<file path="src/rtl/pe2_wb_align_if.sv">
// Coefficient-RAM writeback bus between pe2_wb_align and the RAM port.
// An entry moves when wr_en and wr_ready are both high.
interface pe2_wb_align_if #(
  parameter int ADDR_WIDTH = 8,
  parameter int DATA_WIDTH = 12
);
  logic                  wr_en;
  logic                  wr_ready;
  logic [ADDR_WIDTH-1:0] wr_addr_a;
  logic [DATA_WIDTH-1:0] wr_data_a;
  logic [ADDR_WIDTH-1:0] wr_addr_b;
  logic [DATA_WIDTH-1:0] wr_data_b;

  modport master (
    output wr_en, wr_addr_a, wr_data_a, wr_addr_b, wr_data_b,
    input  wr_ready
  );

  modport slave (
    input  wr_en, wr_addr_a, wr_data_a, wr_addr_b, wr_data_b,
    output wr_ready
  );
endinterface

</file>
<file path="src/rtl/pe2_wb_align.sv">
// PE2 writeback aligner: tag pipeline matched to butterfly latency, FWFT write FIFO, layer pulse.
// Optional operand range check enabled by defining WB_RANGE_CHECK_EN.
module pe2_wb_align #(
  parameter int DATA_WIDTH   = 12,
  parameter int ADDR_WIDTH   = 8,
  parameter int LAT_NTT      = 9,
  parameter int LAT_INTT     = 16,
  parameter int FIFO_DEPTH   = 4,
  parameter int BF_PER_LAYER = 128,
  parameter int Q            = 3329
) (
  input  logic                  clk,
  input  logic                  rst,
  input  logic                  issue_valid,
  input  logic                  issue_sel,
  input  logic [ADDR_WIDTH-1:0] issue_addr_u,
  input  logic [ADDR_WIDTH-1:0] issue_addr_v,
  input  logic [DATA_WIDTH-1:0] bf_lower,
  input  logic [DATA_WIDTH-1:0] bf_upper,
  pe2_wb_align_if.master        wr,
  output logic                  layer_done,
  output logic                  busy,
  output logic                  overflow,
  output logic                  mode_err,
  output logic                  range_err
);

  localparam int PTR_W  = (FIFO_DEPTH > 1) ? $clog2(FIFO_DEPTH) : 1;
  localparam int FCNT_W = $clog2(FIFO_DEPTH + 1);
  localparam int CNT_W  = (BF_PER_LAYER > 1) ? $clog2(BF_PER_LAYER) : 1;

  typedef struct packed {
    logic                  valid;
    logic                  sel;
    logic [ADDR_WIDTH-1:0] addr_u;
    logic [ADDR_WIDTH-1:0] addr_v;
  } tag_t;

  typedef struct packed {
    logic [ADDR_WIDTH-1:0] addr_a;
    logic [DATA_WIDTH-1:0] data_a;
    logic [ADDR_WIDTH-1:0] addr_b;
    logic [DATA_WIDTH-1:0] data_b;
  } wb_entry_t;

  // pipe[k-1] holds the tag issued k cycles ago
  tag_t pipe [LAT_INTT];

  logic      tap_ntt, tap_intt, capture;
  wb_entry_t cap_entry;

  assign tap_ntt  = pipe[LAT_NTT-1].valid  & ~pipe[LAT_NTT-1].sel;
  assign tap_intt = pipe[LAT_INTT-1].valid &  pipe[LAT_INTT-1].sel;
  assign capture  = tap_ntt | tap_intt;

  // On a collision the NTT tag wins and the INTT result is lost
  assign cap_entry = tap_ntt ?
    '{addr_a: pipe[LAT_NTT-1].addr_u,  data_a: bf_lower,
      addr_b: pipe[LAT_NTT-1].addr_v,  data_b: bf_upper} :
    '{addr_a: pipe[LAT_INTT-1].addr_u, data_a: bf_lower,
      addr_b: pipe[LAT_INTT-1].addr_v, data_b: bf_upper};

  // NOTE: sequential state uses non-blocking assignments so every stage samples pre-edge values.
  always_ff @(posedge clk or posedge rst) begin
    if (rst) begin
      for (int i = 0; i < LAT_INTT; i++) pipe[i] <= '0;
    end else begin
      pipe[0] <= '{valid: issue_valid, sel: issue_sel,
                   addr_u: issue_addr_u, addr_v: issue_addr_v};
      for (int i = 1; i < LAT_INTT; i++) begin
        pipe[i] <= pipe[i-1];
        if (i == LAT_NTT) pipe[i].valid <= pipe[i-1].valid & ~tap_ntt;
      end
    end
  end

  wb_entry_t             mem [FIFO_DEPTH];
  logic [PTR_W-1:0]      wr_ptr, rd_ptr;
  logic [FCNT_W-1:0]     fifo_cnt;
  logic                  full, push, pop;
  wb_entry_t             head;

  assign full = (fifo_cnt == FCNT_W'(FIFO_DEPTH));
  assign pop  = wr.wr_en & wr.wr_ready;
  assign push = capture & (~full | pop);

  function automatic logic [PTR_W-1:0] ptr_next(input logic [PTR_W-1:0] p);
    return (p == PTR_W'(FIFO_DEPTH - 1)) ? '0 : p + 1'b1;
  endfunction

  // NOTE: the storage is tiny and drives outputs directly, so it is reset to keep outputs at 0.
  always_ff @(posedge clk or posedge rst) begin
    if (rst) begin
      for (int i = 0; i < FIFO_DEPTH; i++) mem[i] <= '0;
      wr_ptr   <= '0;
      rd_ptr   <= '0;
      fifo_cnt <= '0;
      overflow <= 1'b0;
    end else begin
      if (push) begin
        mem[wr_ptr] <= cap_entry;
        wr_ptr      <= ptr_next(wr_ptr);
      end
      if (pop) rd_ptr <= ptr_next(rd_ptr);
      case ({push, pop})
        2'b10:   fifo_cnt <= fifo_cnt + 1'b1;
        2'b01:   fifo_cnt <= fifo_cnt - 1'b1;
        default: fifo_cnt <= fifo_cnt;
      endcase
      if (capture && full && !pop) overflow <= 1'b1;
    end
  end

  assign head         = mem[rd_ptr];
  assign wr.wr_en     = (fifo_cnt != '0);
  assign wr.wr_addr_a = head.addr_a;
  assign wr.wr_data_a = head.data_a;
  assign wr.wr_addr_b = head.addr_b;
  assign wr.wr_data_b = head.data_b;

  logic [CNT_W-1:0] layer_cnt;

  always_ff @(posedge clk or posedge rst) begin
    if (rst) begin
      layer_cnt  <= '0;
      layer_done <= 1'b0;
      mode_err   <= 1'b0;
    end else begin
      layer_done <= 1'b0;
      if (pop) begin
        if (layer_cnt == CNT_W'(BF_PER_LAYER - 1)) begin
          layer_cnt  <= '0;
          layer_done <= 1'b1;
        end else begin
          layer_cnt <= layer_cnt + 1'b1;
        end
      end
      if (tap_ntt && tap_intt) mode_err <= 1'b1;
    end
  end

  // NOTE: combinational blocks assign a default first so no path infers a latch.
  always_comb begin
    busy = wr.wr_en;
    for (int i = 0; i < LAT_INTT; i++) busy = busy | pipe[i].valid;
  end

`ifdef WB_RANGE_CHECK_EN
  always_ff @(posedge clk or posedge rst) begin
    if (rst) begin
      range_err <= 1'b0;
    end else if (capture && (int'(cap_entry.data_a) >= Q || int'(cap_entry.data_b) >= Q)) begin
      range_err <= 1'b1;
    end
  end
`else
  logic [31:0] unused_q;
  assign unused_q  = 32'(Q);
  assign range_err = 1'b0;
`endif

endmodule

</file>
<file path="src/flat_wrapper.sv">
// flat-port wrapper written by rule: the top's interface ports become plain ports
module pe2_wb_align_flat 
#(
  parameter int DATA_WIDTH   = 12,
  parameter int ADDR_WIDTH   = 8,
  parameter int LAT_NTT      = 9,
  parameter int LAT_INTT     = 16,
  parameter int FIFO_DEPTH   = 4,
  parameter int BF_PER_LAYER = 128,
  parameter int Q            = 3329
)
  (clk, rst, issue_valid, issue_sel, issue_addr_u, issue_addr_v, bf_lower, bf_upper, layer_done, busy, overflow, mode_err, range_err, wr_wr_en, wr_wr_addr_a, wr_wr_data_a, wr_wr_addr_b, wr_wr_data_b, wr_wr_ready);
  pe2_wb_align_if #(.ADDR_WIDTH(ADDR_WIDTH), .DATA_WIDTH(DATA_WIDTH)) wr_i ();
  input  logic clk;
  input  logic rst;
  input  logic issue_valid;
  input  logic issue_sel;
  input  logic [ADDR_WIDTH-1:0] issue_addr_u;
  input  logic [ADDR_WIDTH-1:0] issue_addr_v;
  input  logic [DATA_WIDTH-1:0] bf_lower;
  input  logic [DATA_WIDTH-1:0] bf_upper;
  output logic layer_done;
  output logic busy;
  output logic overflow;
  output logic mode_err;
  output logic range_err;
  output wire logic [$bits(wr_i.wr_en)-1:0] wr_wr_en;
  output wire logic [$bits(wr_i.wr_addr_a)-1:0] wr_wr_addr_a;
  output wire logic [$bits(wr_i.wr_data_a)-1:0] wr_wr_data_a;
  output wire logic [$bits(wr_i.wr_addr_b)-1:0] wr_wr_addr_b;
  output wire logic [$bits(wr_i.wr_data_b)-1:0] wr_wr_data_b;
  input wire logic [$bits(wr_i.wr_ready)-1:0] wr_wr_ready;
  assign wr_wr_en = wr_i.wr_en;
  assign wr_wr_addr_a = wr_i.wr_addr_a;
  assign wr_wr_data_a = wr_i.wr_data_a;
  assign wr_wr_addr_b = wr_i.wr_addr_b;
  assign wr_wr_data_b = wr_i.wr_data_b;
  assign wr_i.wr_ready = wr_wr_ready;
  pe2_wb_align #(.DATA_WIDTH(DATA_WIDTH), .ADDR_WIDTH(ADDR_WIDTH), .LAT_NTT(LAT_NTT), .LAT_INTT(LAT_INTT), .FIFO_DEPTH(FIFO_DEPTH), .BF_PER_LAYER(BF_PER_LAYER), .Q(Q)) u_core (.clk(clk), .rst(rst), .issue_valid(issue_valid), .issue_sel(issue_sel), .issue_addr_u(issue_addr_u), .issue_addr_v(issue_addr_v), .bf_lower(bf_lower), .bf_upper(bf_upper), .wr(wr_i), .layer_done(layer_done), .busy(busy), .overflow(overflow), .mode_err(mode_err), .range_err(range_err));
endmodule
</file>
<file path="config.mk">
export PLATFORM = sky130hd
export DESIGN_NAME = pe2_wb_align_flat
export DESIGN_NICKNAME = d
export VERILOG_FILES = /design/src/rtl/pe2_wb_align_if.sv /design/src/rtl/pe2_wb_align.sv /design/src/flat_wrapper.sv
export SDC_FILE = /design/constraint.sdc
export NUM_CORES = 1
export LEC_CHECK = 0
export CAP_MARGIN = 20
export CORE_MARGIN = 8
export CORE_UTILIZATION = 27
export DETAILED_ROUTE_END_ITERATION = 10
export PLACE_DENSITY = 0.5
export SLEW_MARGIN = 15
export SYNTH_ARGS = -nofsm -noshare
export SYNTH_HDL_FRONTEND = slang
export SYNTH_SLANG_ARGS = --single-unit
</file>
<file path="constraint.sdc">
create_clock -name clk -period 15.7 [get_ports clk]
set_clock_uncertainty 0.2 [all_clocks]
set_input_delay 2.355 -clock clk [delete_from_list [all_inputs] [get_ports clk]]
set_output_delay 2.355 -clock clk [all_outputs]
set_load 0.005 [all_outputs]
</file>
# Yosys cells after proc, flatten, opt, wreduce, memory -nomap -nowiden

Cells that the tools add are included.

Output and inout port bits: 46
Logic and storage cells: 149
Flip-flop bits (word level): 465

Muxes and demuxes: 13
Order comparisons: 3
Bitwise logic cells: 28
Reductions and logical operators: 7
Eq/ne operators: 6
Add/sub/neg operators: 5

Operators by type and width:

| kind                  | number |
|---|---|
| $bwmux W160           | 1 |
| $mux W40              | 4 |
| $bmux W40 S2          | 1 |
| $demux W40 S2         | 1 |
| $or A1 B1 Y1          | 18 |
| $add A7 B1 Y7 const B | 1 |
| $eq A7 B7 Y1 const B  | 1 |
| $mux W7               | 1 |
| $eq A2 B2 Y1 const B  | 3 |
| $ge A3 B3 Y1 const B  | 2 |
| $not A2 Y3            | 2 |
| $pmux W3 S2           | 1 |
| $and A1 B1 Y1         | 5 |
| $add A2 B1 Y2 const B | 2 |
| $logic_and A1 B1 Y1   | 4 |
| $mux W2               | 2 |
| $add A3 B1 Y3 const B | 1 |
| $eq A3 B3 Y1 const B  | 1 |
| $lt A3 B1 Y1 const B  | 1 |
| $not A1 Y1            | 3 |
| $reduce_bool A3 Y1    | 1 |
| $sub A3 B1 Y3 const B | 1 |
| $eq A2 B1 Y1 const B  | 1 |
| $mux W1               | 2 |
| other kinds (2)       | 2 |

# Depth between registers and ports, before layout

Gate-level depths: netlist (run 1).

Depth in word-level cells: 17
Gate-level depth with buffers: 8

# Worst setup path before layout (run 1)

Ideal clock, no wire load.

Kind: input to register
Start point: input port wr_wr_ready
End point: register u_core.fifo_cnt[2]
Arrival: 3.749 ns
Cell stages on the path: 5
Path slack: 11.664 ns
Cell sequence: o31ai_2 or3_1 fa_1 or4_1 o211ai_1

Cells in the longest elaborated chain, start to end: 5
Elaborated cells on any way between the ends: 7

Ends and longest elaborated chain:

| what                                              | line                | text |
|---|---|---|
| start, declared                                   | flat_wrapper.sv:32  | `input wire logic [$bits(wr_i.wr_ready)-1:0] wr_wr_ready;` |
| $and A1 B1 Y1 (*)                                 | pe2_wb_align.sv:84  | `assign pop = wr.wr_en & wr.wr_ready;` |
| $or A1 B1 Y1                                      | pe2_wb_align.sv:85  | `assign push = capture & (~full \| pop);` |
| $and A1 B1 Y1                                     | pe2_wb_align.sv:85  |  |
| $eq A2 B1 Y1 or $eq A2 B2 Y1 (tied branches)      | pe2_wb_align.sv:105 | `case ({push, pop})` |
| $pmux W3 S2 or $reduce_bool A2 Y1 (tied branches) | --                  |  |
| end signal, assigned                              | pe2_wb_align.sv:106 | `2'b10: fifo_cnt <= fifo_cnt + 1'b1;` |
| end signal, assigned                              | pe2_wb_align.sv:107 | `2'b01: fifo_cnt <= fifo_cnt - 1'b1;` |
| end signal, assigned                              | pe2_wb_align.sv:108 | `default: fifo_cnt <= fifo_cnt;` |
| end, declared                                     | pe2_wb_align.sv:79  | `logic [FCNT_W-1:0] fifo_cnt;` |

Every way passes the cells marked *; elsewhere a longest branch is shown, timed or not.
A chain may end at the register's enable or synchronous reset.

# Final worst setup path (run 1)

Start point: register u_core.rd_ptr[0]
End point: output port wr_wr_addr_b[0]

Cells in the longest elaborated chain, start to end: 4

Ends and longest elaborated chain:

| what                                         | line                | text |
|---|---|---|
| start, declared                              | pe2_wb_align.sv:78  | `logic [PTR_W-1:0] wr_ptr, rd_ptr;` |
| start signal, assigned                       | pe2_wb_align.sv:104 | `if (pop) rd_ptr <= ptr_next(rd_ptr);` |
| $not A2 Y3 (implied by the code)             | pe2_wb_align.sv:114 | `assign head = mem[rd_ptr];` |
| $bmux W40 S2                                 | pe2_wb_align.sv:114 |  |
| $mux W40 (implied by the code) (2 in series) | pe2_wb_align.sv:114 |  |
| end, declared                                | flat_wrapper.sv:30  | `output wire logic [$bits(wr_i.wr_addr_b)-1:0] wr_wr_addr_b;` |

Every way passes these cells. The select of a mux whose other input is x is not followed.

==> run metrics, run 1 <==
Hold Buf Count CTS 0; number of global-route vias before repair between 7,000 and 8,000; switch share between 20% and 30%; Crit path required time 13.15 ns; Worst-path clk slew 0.06 ns; CTS tree done; worst vdd ir 71.8 µV; Initial Util 27.1%; die area 65,400 µm²; CP max FO 43; Slew Limit Fails 0; setup_tns 0 ns; synth warn 0; largest net degree at the start of global routing 118; Pint 2.78 mW; Post-synth EDFFs 0; first drt pass iteration count 4; Syn Area/Cell roughly 18 µm²; clk sink count 465; buffer depth of the longest clock path 3; type of origin of the critical path flip-flop; Core Area 57,300 µm²; Synth area leader dfrtp_1; Die W 256 µm; Reg power frac 43.6%; Worst Hold Class flip-flop to flip-flop; antenna violation net count after detailed routing 0; Setup Viol. Count Final 0; TritonCTS Buffers 50; Power Density 198 nW/µm²; RePlAce Congestion ~0.70; IO buf count 89; # Post-CTS Setup Buffers 0; Final #Nets ~1,000; Remaining Overflow, GRT 0; ys flop type dfrtp_1; drt initial violations 405; DP Wirelength 15.7 mm; Layout Area Growth over Synthesis 22.2%; fraction of registers with async set/reset 100%; Total Power 3.75 mW; FP Rows 88; Max-Cap Viols 0; Gate power share 23.3%; Slew headroom 35.2%; DRC 0; Synth Net Count 917; H-tree lvl count 2; worst setup path class flip-flop to output pin; initial antenna violation count 0; clock power share 33.1%; IO Pins 91; period utilisation layout 34.4%; Synth area leaders dfrtp_1, mux2_4, mux4_2, o21ai_0, nand2_1; FF-to-FF setup slack ~13 ns; layout cells sized above 1 23.7%; RSZ-0062 raised after global routing false; Fin. Hold Viols 0; post-CTS sizing 0; area fraction of the dominant cell type after synthesis roughly 75%; Root Driver clkbuf_16; clk_lat worst skew 0.56 ns; total routed wirelength ~28 mm; combined area of the multi-input logic cells 3540 µm²; ANT cells 0; Layout fillers roughly 5,500; Seq cells post-synth 465; DR vias/cell slightly above 4; Die Y 256 µm; Switch Pwr between 0.9 and 1 mW; via count between 7,000 and 8,000; Syn Std Cell Area 15,500 µm²; status finished, final reports clean; WL/cell 15.7 µm; register area share after synthesis 75.0%; global-route wire length before repair 46.4 mm; Fmax 185 MHz; static leakage 8.38 nW; worst-margin pin slew 0.972 ns; Crit. End Element output pin; count of cell types in the netlist 39; FF/Latch Area 11,600 µm²; post-synthesis cell count around 870; fin crit period 5.39 ns; Overall Global Routing Usage 8.75%; Arr. time, crit path 2.84 ns
[path summary, 6_finish.rpt]
check                              startpoint               end  cells after the start
min in group asynchronous                 rst  u_core.pipe[272]                      2
setup reg to reg           u_core.fifo_cnt[0]    u_core.mem[49]                      4
hold / removal               u_core.pipe[250]  u_core.pipe[232]                      0
hold reg to reg              u_core.pipe[250]  u_core.pipe[232]                      0
setup / recovery             u_core.rd_ptr[0]   wr_wr_addr_b[0]                      2
max in group asynchronous                 rst  u_core.rd_ptr[0]                      3
[state kept, by name, summed over array words and instances (netlist names)]
signal             flops
u_core.fifo_cnt        3
u_core.layer_cnt       7
u_core.layer_done      1
u_core.mem           160
u_core.mode_err        1
u_core.overflow        1
u_core.pipe          288
u_core.rd_ptr          2
u_core.wr_ptr          2
[worst max-delay path, cell delays in order, from the launching register on]
cell and delay, ns:
dfrtp_4 1.06, mux4_2 0.70, clkdlybuf4s50_1 0.49
[kinds of logic after synthesis]
group | share of synthesized area, %
buffers and inverters | 2.44
and+or+nand+nor | 2.89
other | 0.0242
xor gates and xnor gates | 0.226
adders and majority gates | 0.613
muxes | 15.7
AOI/OAI and AO/OA | 3.09
DFF | 75.0
[layout make-up]
cell class	instances	area share, %
Clock buffer	76	8.09
Clock inverter	18	1.35
Inverter	6	0.158
Multi-Input combinational cell	353	18.7
Sequential cell	465	61.4
Tap cell	765	5.05
Timing Repair Buffer	101	5.24
[Yosys cell counts (2+ instances only)]
cell type	count
ha_1	6
mux2i_1	17
or3_1	3
nor4_1	3
xnor2_1	4
or4_1	2
nor3_1	2
clkbuf_1	8
nor2_1	5
a21o_1	3
nand3_1	3
nand2_1	76
and2_1	3
buf_1	5
buf_2	7
mux2_4	72
buf_12	8
dfrtp_1	465
buf_4	9
o311ai_0	2
buf_6	4
nand4_1	3
inv_1	6
o211ai_2	4
o21ai_0	68
mux2_2	25
mux4_2	40
[cell usage in the layout (no fill, tap or decap), types with 5 or more instances in the layout]
cell type	synthesis	routed
nor2_1	5	5
clkdlybuf4s50_1	0	89
mux2i_1	17	17
clkinv_2	0	7
mux2_4	72	72
o21ai_0	68	68
bufinv_16	0	6
dfrtp_1	465	463
clkbuf_1	8	11
mux4_2	40	40
mux2_2	25	25
inv_1	6	5
buf_4	9	11
clkbuf_16	0	53
ha_1	6	6
clkbuf_8	0	12
nand2_1	76	76
[layer usage]
metal	track usage (%)	share of wire, %	up-vias
met2	12.9	44	128
li1	-	-	3207
met3	2.19	4.8	59
met4	3.68	3.1	0
met1	12.2	48	3782
met5	0	0	-
[stage by stage]
step | std cells | util, % | hold WS, ns | setup WS, ns | instance area, µm²
final | 1784 | 33.1 | 0.139 | 10.31 | 18900
after global routing | 1784 | 33.1 | 0.146 | 10.14 | 18900
after CTS | 1783 | 33.1 | 0.140 | 10.21 | 18900
after detailed placement | 1689 | 29.9 | 0.135 | 10.37 | 17100
after global placement | 1689 | 29.9 | 0.131 | 10.40 | 17100
after floorplan | 865 | - | 0.131 | 0.178 | 15500
[power by group through the flow]
stage	logic (mW)	registers, mW	clock network [mW]
floorplan	0.604	1.57	0
global placement	0.880	1.65	0
detailed placement	0.898	1.65	0
CTS	0.902	1.64	1.29
global route	0.954	1.67	1.34
finish	0.874	1.63	1.24
(Power assumes the default switching activity.)
==> inputs of run 2 (changes only) <==
--- a/config.mk
+++ b/config.mk
@@ -9,7 +9,7 @@
 export CORE_MARGIN = 8
 export CORE_UTILIZATION = 27
 export DETAILED_ROUTE_END_ITERATION = 10
-export PLACE_DENSITY = 0.5
+export PLACE_DENSITY = 0.48
 export SLEW_MARGIN = 15
 export SYNTH_ARGS = -nofsm -noshare
 export SYNTH_HDL_FRONTEND = slang
==> constraint.sdc (replaced) <==
create_clock -name clk -period 5.4 [get_ports clk]
set_clock_uncertainty 0.2 [all_clocks]
set_input_delay 0.81 -clock clk [delete_from_list [all_inputs] [get_ports clk]]
set_output_delay 0.81 -clock clk [all_outputs]
set_load 0.005 [all_outputs]
==> run 2 against run 1 <==
Effect of this change: cell count is the same; register-to-register slack lost 10 ns; first-iteration DRC count shrank 0.25%; wire length grew 1.3%; global-route usage grew 0.19 points; worst setup slack lost 8.8 ns; die area is the same; critical path type unchanged; critical path depth is the same.
==> run metrics, run 2 (synthesized netlist as in run 1, its figures left out) <==
via count 7,145 (-0.43%); initial antenna violation count 0 (unchanged); Final #Nets 1,030 (+0.097%); clk_lat worst skew 0.57 ns (about the same); final cell count without fillers 1,784 (unchanged); RSZ-0062 raised after global routing false; RePlAce Congestion 0.698 (unchanged); worst-margin pin slew 0.930 ns (-0.0418 ns); Overall Global Routing Usage 8.94% (+0.19 points); Remaining Overflow, GRT 0 (unchanged); Crit. End Element output pin; IO buf count 89 (unchanged); H-tree lvl count 2 (unchanged); type of origin of the critical path flip-flop; buffer depth of the longest clock path 3 (unchanged); Root Driver clkbuf_16; CP max FO 43 (unchanged); placed instance area 17,200 µm² (+0.36%); Fin. Hold Viols 0 (unchanged); FP Rows 88 (unchanged); post-CTS sizing 0 (unchanged); Layout Area Growth over Synthesis 22.6%; Top Registers u_core.pipe x288, u_core.mem x160, u_core.layer_cnt x7; number of global-route vias before repair 8,053 (+1.2%); DRC 0 (unchanged); Die W 256 µm (unchanged); drt initial violations 404 (-0.25%); largest net degree at the start of global routing 157 (+33%); Core Area 57,300 µm² (unchanged); die area 65,400 µm² (unchanged); status finished, final reports clean; first drt pass iteration count 4 (unchanged); clk sink count 465 (unchanged); FF/Latch Area 11,600 µm² (unchanged); fin crit period 3.86 ns; Final Cell Area 19,000 µm² (+0.38%); Worst Hold Class flip-flop to flip-flop; Initial Util 27.1% (unchanged); highest-count cells in the layout ignoring fill and taps dfrtp_1, clkdlybuf4s50_1, nand2_1; worst setup path class flip-flop to output pin; DP Wirelength 16.3 mm (+3.9%); Die Y 256 µm (unchanged); DR vias/cell 4.01 (-0.43%); Fmax 259 MHz; IO Pins 91 (unchanged); static leakage 8.42 nW (+0.39%); CTS tree done; Hold Buf Count CTS 0 (unchanged); Crit path required time 4.39 ns (-8.76 ns); global-route wire length before repair 47.4 mm (+2.2%); Setup Viol. Count Final 0 (unchanged); layout cells sized above 1 24.1% (+0.39 points); antenna violation net count after detailed routing 0 (unchanged); total routed wirelength 28.4 mm (+1.3%); Power Density 578 nW/µm² (+190%); period utilisation layout 71.6%; setup_tns 0 ns (unchanged); WL/cell 15.9 µm (+1.3%); worst vdd ir 265 µV (+270%); Arr. time, crit path 2.85 ns (about the same); Slew headroom 38.0% (+2.8 points); post-layout util 33.2% (+0.12 points); Slew Limit Fails 0 (unchanged); commonest non-fill, non-tap cell in the layout dfrtp_1; # Post-CTS Setup Buffers 0 (unchanged); combined area of the multi-input logic cells 3540 µm² (unchanged); Worst-path clk slew 0.06 ns (about the same); TritonCTS Buffers 50 (unchanged); Layout fillers 5,575 (+0.87%); cell count after placement 1,691 (+0.12%); Most flops, register u_core.pipe; Max-Cap Viols 0 (unchanged); Largest register FFs 288 (unchanged); ANT cells 0 (unchanged)
==> run 2: cell count changes in the layout (fill, tap and decap cells not counted), sizes merged <==
| cell | before | now |
|---|---|---|
| buf | 12 | 13 |
| bufinv | 6 | 7 |
| clkbuf | 76 | 73 |
| clkinv | 9 | 10 |
| clkinvlp | 3 | 4 |
| inv | 6 | 5 |
==> run 2: where the power goes <==
part           total [mW]  internal (mW)  switching (mW)
Combinational        2.57           1.63           0.939
Clock                3.68           2.30            1.38
Sequential           4.75           4.23           0.513
Total                11.0           8.16            2.83
==> run 2: final timing paths <==
kind | startpoint | to | slack [ns] | cells after the start
setup / recovery | u_core.rd_ptr[0] | wr_wr_addr_b[3] | 1.54 | 2
hold / removal | u_core.pipe[57] | u_core.pipe[39] | 0.14 | 0
setup reg to reg | u_core.fifo_cnt[0] | u_core.mem[127] | 2.64 | 4
hold reg to reg | u_core.pipe[57] | u_core.pipe[39] | 0.14 | 0
max in group asynchronous | rst | u_core.mem[57] | 3.27 | 3
min in group asynchronous | rst | u_core.pipe[277] | 0.47 | 2
==> run 2: per-stage QoR <==
step / hold WS [ns] / total power, mW / worst slack [ns]
after CTS: 0.142 / 11.3 / 1.40
final: 0.138 / 11.0 / 1.54
after detailed placement: 0.135 / 7.46 / 1.79
after global placement: 0.131 / 7.39 / 1.81
after global routing: 0.144 / 11.6 / 1.32
after floorplan: 0.131 / 6.31 / -1.90
==> run 2: final cells by class <==
| cell class | instances | share of cell area (%) |
|---|---|---|
| multi-input combinational | 353 | 18.6 |
| tap | 765 | 5.03 |
| clock buffer | 73 | 8.05 |
| inverter | 6 | 0.138 |
| clock inverter | 20 | 1.51 |
| sequential | 465 | 61.2 |
| timing repair buffer | 102 | 5.46 |
==> run 2: per-layer routing <==
| layer | routed length, µm | track usage (%) | vias up |
|---|---|---|---|
| met2 | 13200 | 13.7 | 115 |
| met5 | 0 | 0 | - |
| met3 | 1040 | 2.17 | 59 |
| met1 | 13300 | 12.1 | 3769 |
| met4 | 843 | 3.62 | 0 |
| li1 | - | - | 3202 |
==> run 2: critical path, cell delays in order, from the launching register on <==
cell and delay [ns]:
dfrtp_4 1.05, mux4_2 0.66, clkdlybuf4s50_1 0.56
==> inputs of run 3 (changes only) <==
==> constraint.sdc (replaced) <==
create_clock -name clk -period 3.65 [get_ports clk]
set_clock_uncertainty 0.2 [all_clocks]
set_input_delay 0.5475 -clock clk [delete_from_list [all_inputs] [get_ports clk]]
set_output_delay 0.5475 -clock clk [all_outputs]
set_load 0.005 [all_outputs]
==> run 3 against run 2 <==
Effect of this change: critical path depth increased by 1; combinational power is 57% higher; die area stayed put; register-to-register slack lost 1.6 ns; sequential cell count did not move; cell count rose by 0.84%; clock power grew 46%; worst hold slack hardly changed; non-clock buffer count grew 13; first-iteration DRC count fell by 27%.
==> run metrics, run 3 (synthesized netlist as in run 1, its figures left out) <==
Power Density 848 nW/µm² (+47%); Initial Util 27.1% (unchanged); period utilisation layout about nine tenths; Core Area 57,300 µm² (unchanged); antenna violation net count after detailed routing 0 (unchanged); IO buf count 89 (unchanged); setup_tns 0 ns (unchanged); fin crit period 3.33 ns; cell count after placement 1,703 (+0.71%); FF-to-FF setup slack 1.09 ns (-1.55 ns); switch share 26.1% (+0.32 points); clk sink count 465 (unchanged); worst setup margin 0.321 ns (-1.22 ns); Top Registers u_core.pipe x288, u_core.mem x160, u_core.layer_cnt x7; Layout fillers 5,567 (-0.14%); highest-count cells in the layout ignoring fill and taps dfrtp_1, clkdlybuf4s50_1, nand2_1; worst vdd ir 333 µV (+26%); pre-CTS WS 0.527 ns (-1.26 ns); Switch Pwr 4.26 mW (+51%); # Post-CTS Setup Buffers 0 (unchanged); worst-margin pin slew 0.755 ns (-0.175 ns); Arr. time, crit path 2.58 ns (-0.27 ns); Max-Cap Viols 0 (unchanged); Most flops, register u_core.pipe; buffer depth of the longest clock path 3 (unchanged); total routed wirelength 29.3 mm (+3.3%); drt initial violations 295 (-27%); Slew Limit Fails 0 (unchanged); Overall Global Routing Usage 9.10% (+0.16 points); Die Y 256 µm (unchanged); IO Pins 91 (unchanged); status finished, final reports clean; Remaining Overflow, GRT 0 (unchanged); CTS tree done; combined area of the multi-input logic cells 3540 µm² (unchanged); die area 65,400 µm² (unchanged); Gate power share 24.7% (+1.4 points); Die W 256 µm (unchanged); clk_lat worst skew 0.57 ns (about the same); Hold Buf Count CTS 0 (unchanged); layout cells sized above 1 25.6% (+1.5 points); cells on worst reg2reg path 5 (+1); worst setup path class flip-flop to output pin; final cell count without fillers 1,799 (+0.84%); ANT cells 0 (unchanged); Largest register FFs 288 (unchanged); Reg power frac 42.5% (-0.7 points); reg-to-reg startpoint u_core.pipe[17]; commonest non-fill, non-tap cell in the layout dfrtp_1; Pint 12.1 mW (+48%); Layout Area Growth over Synthesis 24.2%; Fmax 300 MHz; worst r2r dst u_core.fifo_cnt[2]; FF/Latch Area 11,600 µm² (unchanged); Final #Nets 1,044 (+1.4%); global-route wire length before repair 47.7 mm (+0.73%); FP Rows 88 (unchanged); RePlAce Congestion 0.682 (-2.4%); number of global-route vias before repair 8,053 (unchanged); Worst-path clk slew 0.06 ns (about the same); Setup Viol. Count Final 0 (unchanged); initial antenna violation count 0 (unchanged); type of origin of the critical path flip-flop; H-tree lvl count 2 (unchanged); first drt pass iteration count 4 (unchanged); via count 7,228 (+1.2%); Slew headroom 49.4% (+11 points); static leakage 8.54 nW (+1.5%); Root Driver clkbuf_16; clock power share 32.8% (-0.7 points); RSZ-0062 raised after global routing false; TritonCTS Buffers 51 (+2.0%); post-CTS sizing 0 (unchanged); DP Wirelength 17.5 mm (+7.7%); CP max FO 20 (-53%); Crit path required time 2.90 ns (-1.49 ns); DRC 0 (unchanged); DR vias/cell 4.02 (+0.32%); Worst Hold Class input port to async pin; Hold Slack 0.138 ns (+0.000133 ns); largest net degree at the start of global routing 109 (-31%); Fin. Hold Viols 0 (unchanged); Crit. End Element output pin; WL/cell 16.3 µm (+2.4%)
[run 3: changes by cell type in the layout (fill, tap and decap cells not counted), sizes merged]
cell      change
clkinvlp      +2
clkinv        +4
buf          +12
clkbuf        -1
bufinv        -2
[run 3: critical path, cell delays in order, from the launching register on]
cell and delay (ns):
dfrtp_4 0.65, buf_12 0.27, mux4_2 0.58, clkdlybuf4s50_1 0.49
[run 3: worst max-delay path by stage]
stage / slack (ns) / startpoint / cells past startpoint / end
after floorplan: -3.39 / rst / 1 / u_core.fifo_cnt[0]
after global placement: 0.52 / wr_wr_ready / 5 / u_core.mem[88]
after detailed placement: 0.53 / wr_wr_ready / 5 / u_core.mem[90]
after CTS: 0.03 / u_core.rd_ptr[0] / 3 / wr_wr_addr_b[6]
after global routing: 0.19 / u_core.rd_ptr[0] / 3 / wr_wr_addr_b[6]
final: 0.32 / u_core.rd_ptr[0] / 3 / wr_wr_addr_b[6]
[run 3: final cells by class]
cell class	instances	share of cell area, %
clock buffers	71	8.02
clock inverters	24	1.36
inverters	6	0.136
multi-input cells	353	18.4
flip-flops and latches	465	60.4
well taps	765	4.97
repair buffers	115	6.70
[run 3: stage by stage]
step	utilization [%]	instance area (µm²)	power, mW
3_5_place_dp	30.4	17400	11.1
6_report	33.6	19300	16.3
5_1_grt	33.6	19300	17.3
4_1_cts	33.6	19200	16.7
3_3_place_gp	30.4	17400	11.1
2_1_floorplan	-	15500	9.34
[run 3: power by group through the flow]
stage	logic [mW]	registers (mW)	clock network [mW]
floorplan	2.60	6.74	0
global placement	4.03	7.02	0
detailed placement	4.09	7.05	0
CTS	4.11	6.98	5.59
global route	4.40	7.08	5.81
finish	4.04	6.94	5.36
[run 3: layer usage]
metal | vias to the layer above | wire, µm | GRT usage [%]
met5 | - | 0 | 0
met4 | 0 | 938 | 3.79
met3 | 66 | 1290 | 2.23
met2 | 144 | 13200 | 13.8
met1 | 3780 | 13800 | 12.4
li1 | 3238 | - | -
